### src/rtl/pool_window_feeder.sv
// pool_window_feeder
//   Sits between the convolution output stream and the 2x2 average pooler.
//   Buffers one even row of the raster-order input, forms non-overlapping
//   2x2 stride-2 windows, runs the pooler start/finish handshake for each
//   window and forwards the pooled pixel downstream with an end-of-frame flag.
//
// Ports
//   clk, rst                 clock, asynchronous active-high reset
//   in_valid/in_ready        input pixel stream handshake
//   in_pixel                 input pixel, raster order, signed
//   win_start                pooler start, level, held until pool_finish
//   win_p00..win_p11         window pixels [row][col] presented to the pooler
//   pool_finish, pool_pixel  pooler completion flag and result
//   out_valid/out_ready      output stream handshake
//   out_pixel, out_last      pooled pixel, final-window-of-frame marker
module pool_window_feeder #(
    parameter int IMG_W  = 8,
    parameter int IMG_H  = 8,
    parameter int DATA_W = 16
) (
    input  logic              clk,
    input  logic              rst,
    input  logic              in_valid,
    output logic              in_ready,
    input  logic [DATA_W-1:0] in_pixel,
    output logic              win_start,
    output logic [DATA_W-1:0] win_p00,
    output logic [DATA_W-1:0] win_p01,
    output logic [DATA_W-1:0] win_p10,
    output logic [DATA_W-1:0] win_p11,
    input  logic              pool_finish,
    input  logic [DATA_W-1:0] pool_pixel,
    output logic              out_valid,
    input  logic              out_ready,
    output logic [DATA_W-1:0] out_pixel,
    output logic              out_last
);

    localparam int CW = (IMG_W > 1) ? $clog2(IMG_W) : 1;
    localparam int RW = (IMG_H > 1) ? $clog2(IMG_H) : 1;

    localparam logic [CW-1:0] COL_MAX = CW'(IMG_W - 1);
    localparam logic [RW-1:0] ROW_MAX = RW'(IMG_H - 1);
    localparam logic [CW-1:0] ONE_C   = CW'(1);
    localparam logic [RW-1:0] ONE_R   = RW'(1);
    // Last odd row/column: an odd trailing row/column never completes a window.
    localparam logic [CW-1:0] LAST_WIN_COL = CW'((IMG_W / 2) * 2 - 1);
    localparam logic [RW-1:0] LAST_WIN_ROW = RW'((IMG_H / 2) * 2 - 1);

    typedef enum logic [1:0] {FILL, ISSUE, DRAIN} state_t;

    state_t            state_reg;
    logic [CW-1:0]     col_reg;
    logic [RW-1:0]     row_reg;
    logic [DATA_W-1:0] left_reg;
    logic [DATA_W-1:0] lb [IMG_W];
    logic [DATA_W-1:0] win_p00_reg, win_p01_reg, win_p10_reg, win_p11_reg;
    logic              win_start_reg;
    logic              win_last_reg;
    logic              out_valid_reg;
    logic [DATA_W-1:0] out_pixel_reg;
    logic              out_last_reg;
    logic              out_taken_reg;

    logic accept;
    logic win_done;

    // in_ready is forced low while reset is asserted, not just after it.
    assign in_ready = (state_reg == FILL) && !rst;
    assign accept   = in_valid && in_ready;
    // Odd row and odd column means the bottom-right pixel of a window.
    assign win_done = accept && row_reg[0] && col_reg[0];

    assign win_start = win_start_reg;
    assign win_p00   = win_p00_reg;
    assign win_p01   = win_p01_reg;
    assign win_p10   = win_p10_reg;
    assign win_p11   = win_p11_reg;
    assign out_valid = out_valid_reg;
    assign out_pixel = out_pixel_reg;
    assign out_last  = out_last_reg;

    // Line buffer holds the even row; contents are don't-care after reset.
    always_ff @(posedge clk) begin
        if (accept && !row_reg[0]) begin
            lb[col_reg] <= in_pixel;
        end
    end

    always_ff @(posedge clk or posedge rst) begin
        if (rst) begin
            state_reg     <= FILL;
            col_reg       <= '0;
            row_reg       <= '0;
            left_reg      <= '0;
            win_p00_reg   <= '0;
            win_p01_reg   <= '0;
            win_p10_reg   <= '0;
            win_p11_reg   <= '0;
            win_start_reg <= 1'b0;
            win_last_reg  <= 1'b0;
            out_valid_reg <= 1'b0;
            out_pixel_reg <= '0;
            out_last_reg  <= 1'b0;
            out_taken_reg <= 1'b0;
        end else begin
            if (accept) begin
                left_reg <= in_pixel;
                if (col_reg == COL_MAX) begin
                    col_reg <= '0;
                    row_reg <= (row_reg == ROW_MAX) ? '0 : row_reg + ONE_R;
                end else begin
                    col_reg <= col_reg + ONE_C;
                end
            end

            case (state_reg)
                FILL: begin
                    if (win_done) begin
                        win_p00_reg   <= lb[col_reg - ONE_C];
                        win_p01_reg   <= lb[col_reg];
                        win_p10_reg   <= left_reg;
                        win_p11_reg   <= in_pixel;
                        win_last_reg  <= (row_reg == LAST_WIN_ROW) &&
                                         (col_reg == LAST_WIN_COL);
                        win_start_reg <= 1'b1;
                        state_reg     <= ISSUE;
                    end
                end
                ISSUE: begin
                    if (pool_finish) begin
                        out_pixel_reg <= pool_pixel;
                        out_last_reg  <= win_last_reg;
                        out_valid_reg <= 1'b1;
                        out_taken_reg <= 1'b0;
                        win_start_reg <= 1'b0;
                        state_reg     <= DRAIN;
                    end
                end
                DRAIN: begin
                    // Output may be taken while the pooler still holds finish;
                    // remember that and wait for finish to drop before the
                    // next window so the pooler sees a fresh start.
                    if (out_ready && out_valid_reg) begin
                        out_valid_reg <= 1'b0;
                        out_taken_reg <= 1'b1;
                    end
                    if ((out_ready || out_taken_reg) && !pool_finish) begin
                        out_valid_reg <= 1'b0;
                        out_taken_reg <= 1'b0;
                        state_reg     <= FILL;
                    end
                end
                default: state_reg <= FILL;
            endcase
        end
    end

endmodule

### config.mk
export PLATFORM = sky130hd
export DESIGN_NAME = pool_window_feeder
export DESIGN_NICKNAME = d
export VERILOG_FILES = /design/src/rtl/pool_window_feeder.sv
export SDC_FILE = /design/constraint.sdc
export NUM_CORES = 1
export LEC_CHECK = 0
export CAP_MARGIN = 20
export CORE_ASPECT_RATIO = 1.1
export CORE_MARGIN = 4
export CORE_UTILIZATION = 30
export CTS_CLUSTER_SIZE = 8
export DETAILED_ROUTE_END_ITERATION = 16
export PLACE_DENSITY = 0.45
export REMOVE_ABC_BUFFERS = 1
export SLEW_MARGIN = 25
export SYNTH_ARGS = -nofsm -noshare
export SYNTH_HDL_FRONTEND = slang
export SYNTH_SLANG_ARGS = --single-unit
### constraint.sdc
create_clock -name clk -period 4.1 [get_ports clk]
set_clock_uncertainty 0.1 [all_clocks]
set_input_delay 0.82 -clock clk [delete_from_list [all_inputs] [get_ports clk]]
set_output_delay 0.82 -clock clk [all_outputs]
set_load 0.01 [all_outputs]
## Word-level counts from Yosys, hierarchy flattened

Memory sizes are Yosys's and may differ from the RTL's. A register that Yosys moved wholly into a read port is not among the register bits.
Index checks and enable logic that the tools add are counted.

| word-level totals | value |
|---|---|
| register bits | 77 |
| RAM bits | 128 |
| memories | 1 |

| operators by class | value |
|---|---|
| add/sub/neg operators | 3 |
| equal/unequal tests | 8 |
| mux-type cells | 18 |
| reductions and logical operators | 21 |

Memory list:

| memory | depth | width | rd ports | clocked after memory_dff | write ports | line | source |
|---|---|---|---|---|---|---|---|
| lb | 8 | 16 | 2 | 2 | 1 | 56 | `logic [DATA_W-1:0] lb [IMG_W];` |

Operators by type and width:

| cell | number |
|---|---|
| 1-bit 2-to-1 mux | 9 |
| 3-bit AND reduction | 3 |
| 1-bit logical AND | 8 |
| 3-bit by 1-bit adder with 3-bit output (second input constant) | 2 |
| 3-bit == test (second input constant) | 2 |
| 2-bit 2-to-1 mux | 3 |
| 3-bit 2-to-1 mux | 2 |
| 2-bit inequality test (second input constant) | 3 |
| 1-bit case mux with 2 select lines | 3 |
| 2-bit case mux with 3 select lines | 1 |
| 2-bit AND reduction | 3 |
| 2-bit nonzero test | 2 |
| 1-bit logical NOT | 3 |
| 3-bit inequality test (second input constant) | 1 |
| 3-bit by 1-bit subtractor with 3-bit output (second input constant) | 1 |
| 2-bit by 1-bit == test with 1-bit output (second input constant) | 1 |
| 2-bit == test (second input constant) | 1 |
| 2-bit logical NOT | 1 |
| 1-bit logical OR | 1 |

## Longest topological paths before layout

| depth | value |
|---|---|
| word-level depth | 7 |
| depth in mapped cells | 11 |

## Worst setup path before layout

OpenSTA, ideal clock, no wires.

| path | value |
|---|---|
| path kind | input -> register |
| start | in rst |
| end | mem lb[1][0] (enable) |
| library setup time | 0.409 ns |
| arrival | 2.676 ns |
| data required time | 3.591 ns |
| setup slack | 0.915 ns |
| stages on the path | 5 |
| buffers on the path | 2 |
| cells stage by stage | nor4b_2 > buf_4 > buf_2 > nand3b_1 > nor3_1 |

| between the ends | value |
|---|---|
| word-level cells in the longest chain between the ends | 6 |

Ends and longest elaborated chain:

| item | line | source |
|---|---|---|
| start: declaration | 22 | `input logic rst,` |
| 1-bit logical NOT (no source line) | - |  |
| 1-bit logical AND | 69 | `assign in_ready = (state_reg == FILL) && !rst;` |
| 1-bit logical AND | 70 | `assign accept = in_valid && in_ready;` |
| 1-bit logical AND | 85 | `if (accept && !row_reg[0]) begin` |
| 1-bit 2-to-1 mux | 85 |  |
| 1-bit 2-to-1 mux (implied by the code) | 86 | `lb[col_reg] <= in_pixel;` |
| end: declaration | 56 |  |

No other way between the ends.

## Worst setup path in the final report

| path | value |
|---|---|
| start | in rst |
| end | out in_ready |

| between the ends | value |
|---|---|
| word-level cells in the longest chain between the ends | 2 |

Ends and longest elaborated chain:

| item | line | source |
|---|---|---|
| 1-bit logical NOT (no source line) | - |  |
| 1-bit logical AND | 69 |  |
| end: declaration | 24 | `output logic in_ready,` |

No other way between the ends.

==> flow_metrics.env <==
export IMPL_drc=0
export IMPL_relSlewSlack_pct=39.0
export IMPL_track_usage_pct=14.9
export IMPL_crit_chain="clkdlybuf4s50_1, nor3_1, clkdlybuf4s50_1"
export IMPL_min_path_cells=2
export IMPL_hold_viol=0
export IMPL_hold_class="register to register"
export IMPL_synth_edf_count=128
export IMPL_worst_pin_slew_ns=0.913
export IMPL_cts_resized=0
export IMPL_numCtsBuffers=35
export IMPL_synth_flop_cell="edfxtp_1"
export IMPL_num_antenna_cells=0
export IMPL_yosys_area_share_simple_pct=7.94
export IMPL_synth_cell_type_count=45
export IMPL_arrival_ns=2.10
export IMPL_rows=69
export IMPL_h_tree_depth=2
export IMPL_dp_cells=1256
export IMPL_firstDrtPassIters=5
export IMPL_maxSlewViolCount=0
export IMPL_syn_area_um2=9860
export IMPL_final_cell_area_um2=12700
export IMPL_rr_endpoint="win_p00[6]$_DFFE_PP0P_"
export IMPL_synth_top_family_by_area="multiplexers"
export IMPL_place_area_um2=11700
export IMPL_dp_hpwl_um=17300
export IMPL_final_cells=1317
export IMPL_synthToLayoutAreaGrowth_pct=28.8
export IMPL_synth_xor_area_share_pct=0.178
export IMPL_grt_pass1_vias=7053
export IMPL_largest_reg_flops=128
export IMPL_rsz0062_at_grt="no"
export IMPL_ir_drop_uv=468
export IMPL_synth_largest_area_cell="edfxtp_1"
export IMPL_hp_start="left_reg[13]$_DFFE_PP0N_"
export IMPL_ys_async_sr_fraction_pct=46.0
export IMPL_setup_viol=0
export IMPL_crit_top_cell="clkdlybuf4s50_1"
export IMPL_final_layout_size_suffix_gt1_share_pct=21.8
export IMPL_synth_compound_area_share_pct=7.74
export IMPL_cts_buffer_depth=3
export IMPL_synth_fa_ha_area_share_pct=0.634
export IMPL_die_h_um=198
export IMPL_nets=909
export IMPL_yosys_area_top_type_share_pct=39.0
export IMPL_synth_common_cells="nand2_1 (141), edfxtp_1 (128), dfrtp_1 (109)"
export IMPL_syn_inst=719
export IMPL_synth_most_common_cell="nand2_1"
export IMPL_fin_crit_ns=3.02
export IMPL_regArea_um2=6570
export IMPL_initial_core_util_pct=30.5
export IMPL_powerDensity_nw_per_um2=783
export IMPL_finalWeightedCongestion=0.777
export IMPL_hold_buffers=0
export IMPL_fillCellCount=3048
export IMPL_antenna_found_initial=0
export IMPL_post_cts_repair_setup_buffers=0
export IMPL_io_pins=121
export IMPL_timing_rr_start="col_reg[0]$_DFFE_PP0N_"
export IMPL_clock_latency_ns=0.49
export IMPL_ys_ff_latch=237
export IMPL_cp_required_ns=3.18
export IMPL_drv_cap=0
export IMPL_holdWs_ns=0.365
export IMPL_multiInputGateArea_um2=3050
export IMPL_core_area_um2=32400
export IMPL_status="complete, no violations"
export IMPL_ys_seq_area_share_pct=66.6
export IMPL_fmax_mhz=332
export IMPL_postSynthAreaPerCell_um2=13.7
export IMPL_worstSetupPathType="input pin to output pin"
export IMPL_cts_sinks=237
export IMPL_min_delay_worst_endpoint="win_p10[13]$_DFFE_PP0P_"
export IMPL_initialDrtViolationCount=298
export IMPL_crit_slowest_cell="clkdlybuf4s50_1"
export IMPL_cp_end_kind="output pin"
export IMPL_port_buffers=120
export IMPL_finalPower_uw=9950
export IMPL_grt_max_degree=46
export IMPL_r2r_cells=6
export IMPL_critical_path_max_stage_delay_ns=0.58
export IMPL_dieWidth_um=181
export IMPL_r2r_setup_slack_ns=1.23
export IMPL_wl_per_cell_um=20.6
export IMPL_cp_max_fo=3
export IMPL_clk_pin_slew_worst_paths_ns=0.05
export IMPL_start_kind="input pin"
export IMPL_ys_warnings_count=0
export IMPL_grt_ovfl_total=0
export IMPL_ant_nets=0
export IMPL_p_leak_uw=0.00492
export IMPL_die_area_um2=35800
export IMPL_cts_tree="yes"
export IMPL_cts_root_buf="clkbuf_16"
export IMPL_vias=6500
export IMPL_synth_area_mux_share_pct=14.1
export IMPL_grt_pass1_wl_um=41900
export IMPL_netlist_top_cells_area="edfxtp_1 (39%), dfrtp_1 (28%), mux2_2 (12%)"
export IMPL_min_period_over_period_pct=73.6
export IMPL_regMostFlops="lb"
export IMPL_vias_per_cell=4.94
export IMPL_drt_wl_total_um=27100
-- worst max-delay path by stage --
stage	cells after the start	endpoint	from
finish	3	in_ready	rst
global route	3	in_ready	rst
CTS	3	in_ready	rst
detailed placement	6	win_p01[0]$_DFFE_PP0P_	rst
global placement	7	win_p01[11]$_DFFE_PP0P_	rst
floorplan	3	lb[1][0]$_DFFE_PP_	rst
-- cell families (layout without fill, tap and decap cells) --
kind of cell | after synthesis | in the layout
adders and majority gates | 5 | 5
and+or+nand+nor | 190 | 190
AOI/OAI and AO/OA | 112 | 112
xor gates and xnor gates | 2 | 2
DFF | 237 | 237
buffers and inverters | 52 | 224
muxes | 121 | 121
-- critical path, delay by kind of cell --
kind                   cells  cell delay (ns)
AND/OR/NAND/NOR            1             0.18
buffers and inverters      2             1.10
-- metal layers --
metal	track usage [%]	share of wire, %
met1	19.4	44
met2	24.7	47
met3	3.82	6.4
met4	4.71	2.1
met5	0	0
-- power by group --
part / leakage [uW] / total, uW / internal (uW) / switching, uW
logic: 0.00191 / 3890 / 1880 / 2000
clock network: 0.000490 / 2650 / 1680 / 976
registers: 0.00252 / 3410 / 3080 / 329
total: 0.00492 / 9950 / 6640 / 3310
-- layout by cell type, fill, tap and decap left out, types with 16 or more instances in the layout --
master	n
clkbuf_16	37
nand2_1	141
buf_4	33
o21ai_0	16
mux2_2	107
o31ai_1	18
dfrtp_1	109
o22ai_1	35
nor2_1	24
edfxtp_1	128
clkbuf_1	23
clkdlybuf4s50_1	120
-- final cells by class --
type	instances	area share, %
sequential	237	51.7
multi-input combinational	430	24.0
timing repair buffer	155	11.7
clock buffer	61	8.08
tap	426	4.20
inverter	8	0.256
-- per-stage QoR --
| stage | setup TNS [ns] | setup WS (ns) | util, % |
|---|---|---|---|
| 2_1_floorplan | -5.08 | -0.165 | - |
| 3_3_place_gp | 0 | 0.958 | 36.1 |
| 3_5_place_dp | 0 | 0.940 | 36.1 |
| 4_1_cts | 0 | 1.07 | 39.2 |
| 5_1_grt | 0 | 1.00 | 39.2 |
| 6_report | 0 | 1.08 | 39.2 |
Power figures use the tool's default switching activity.
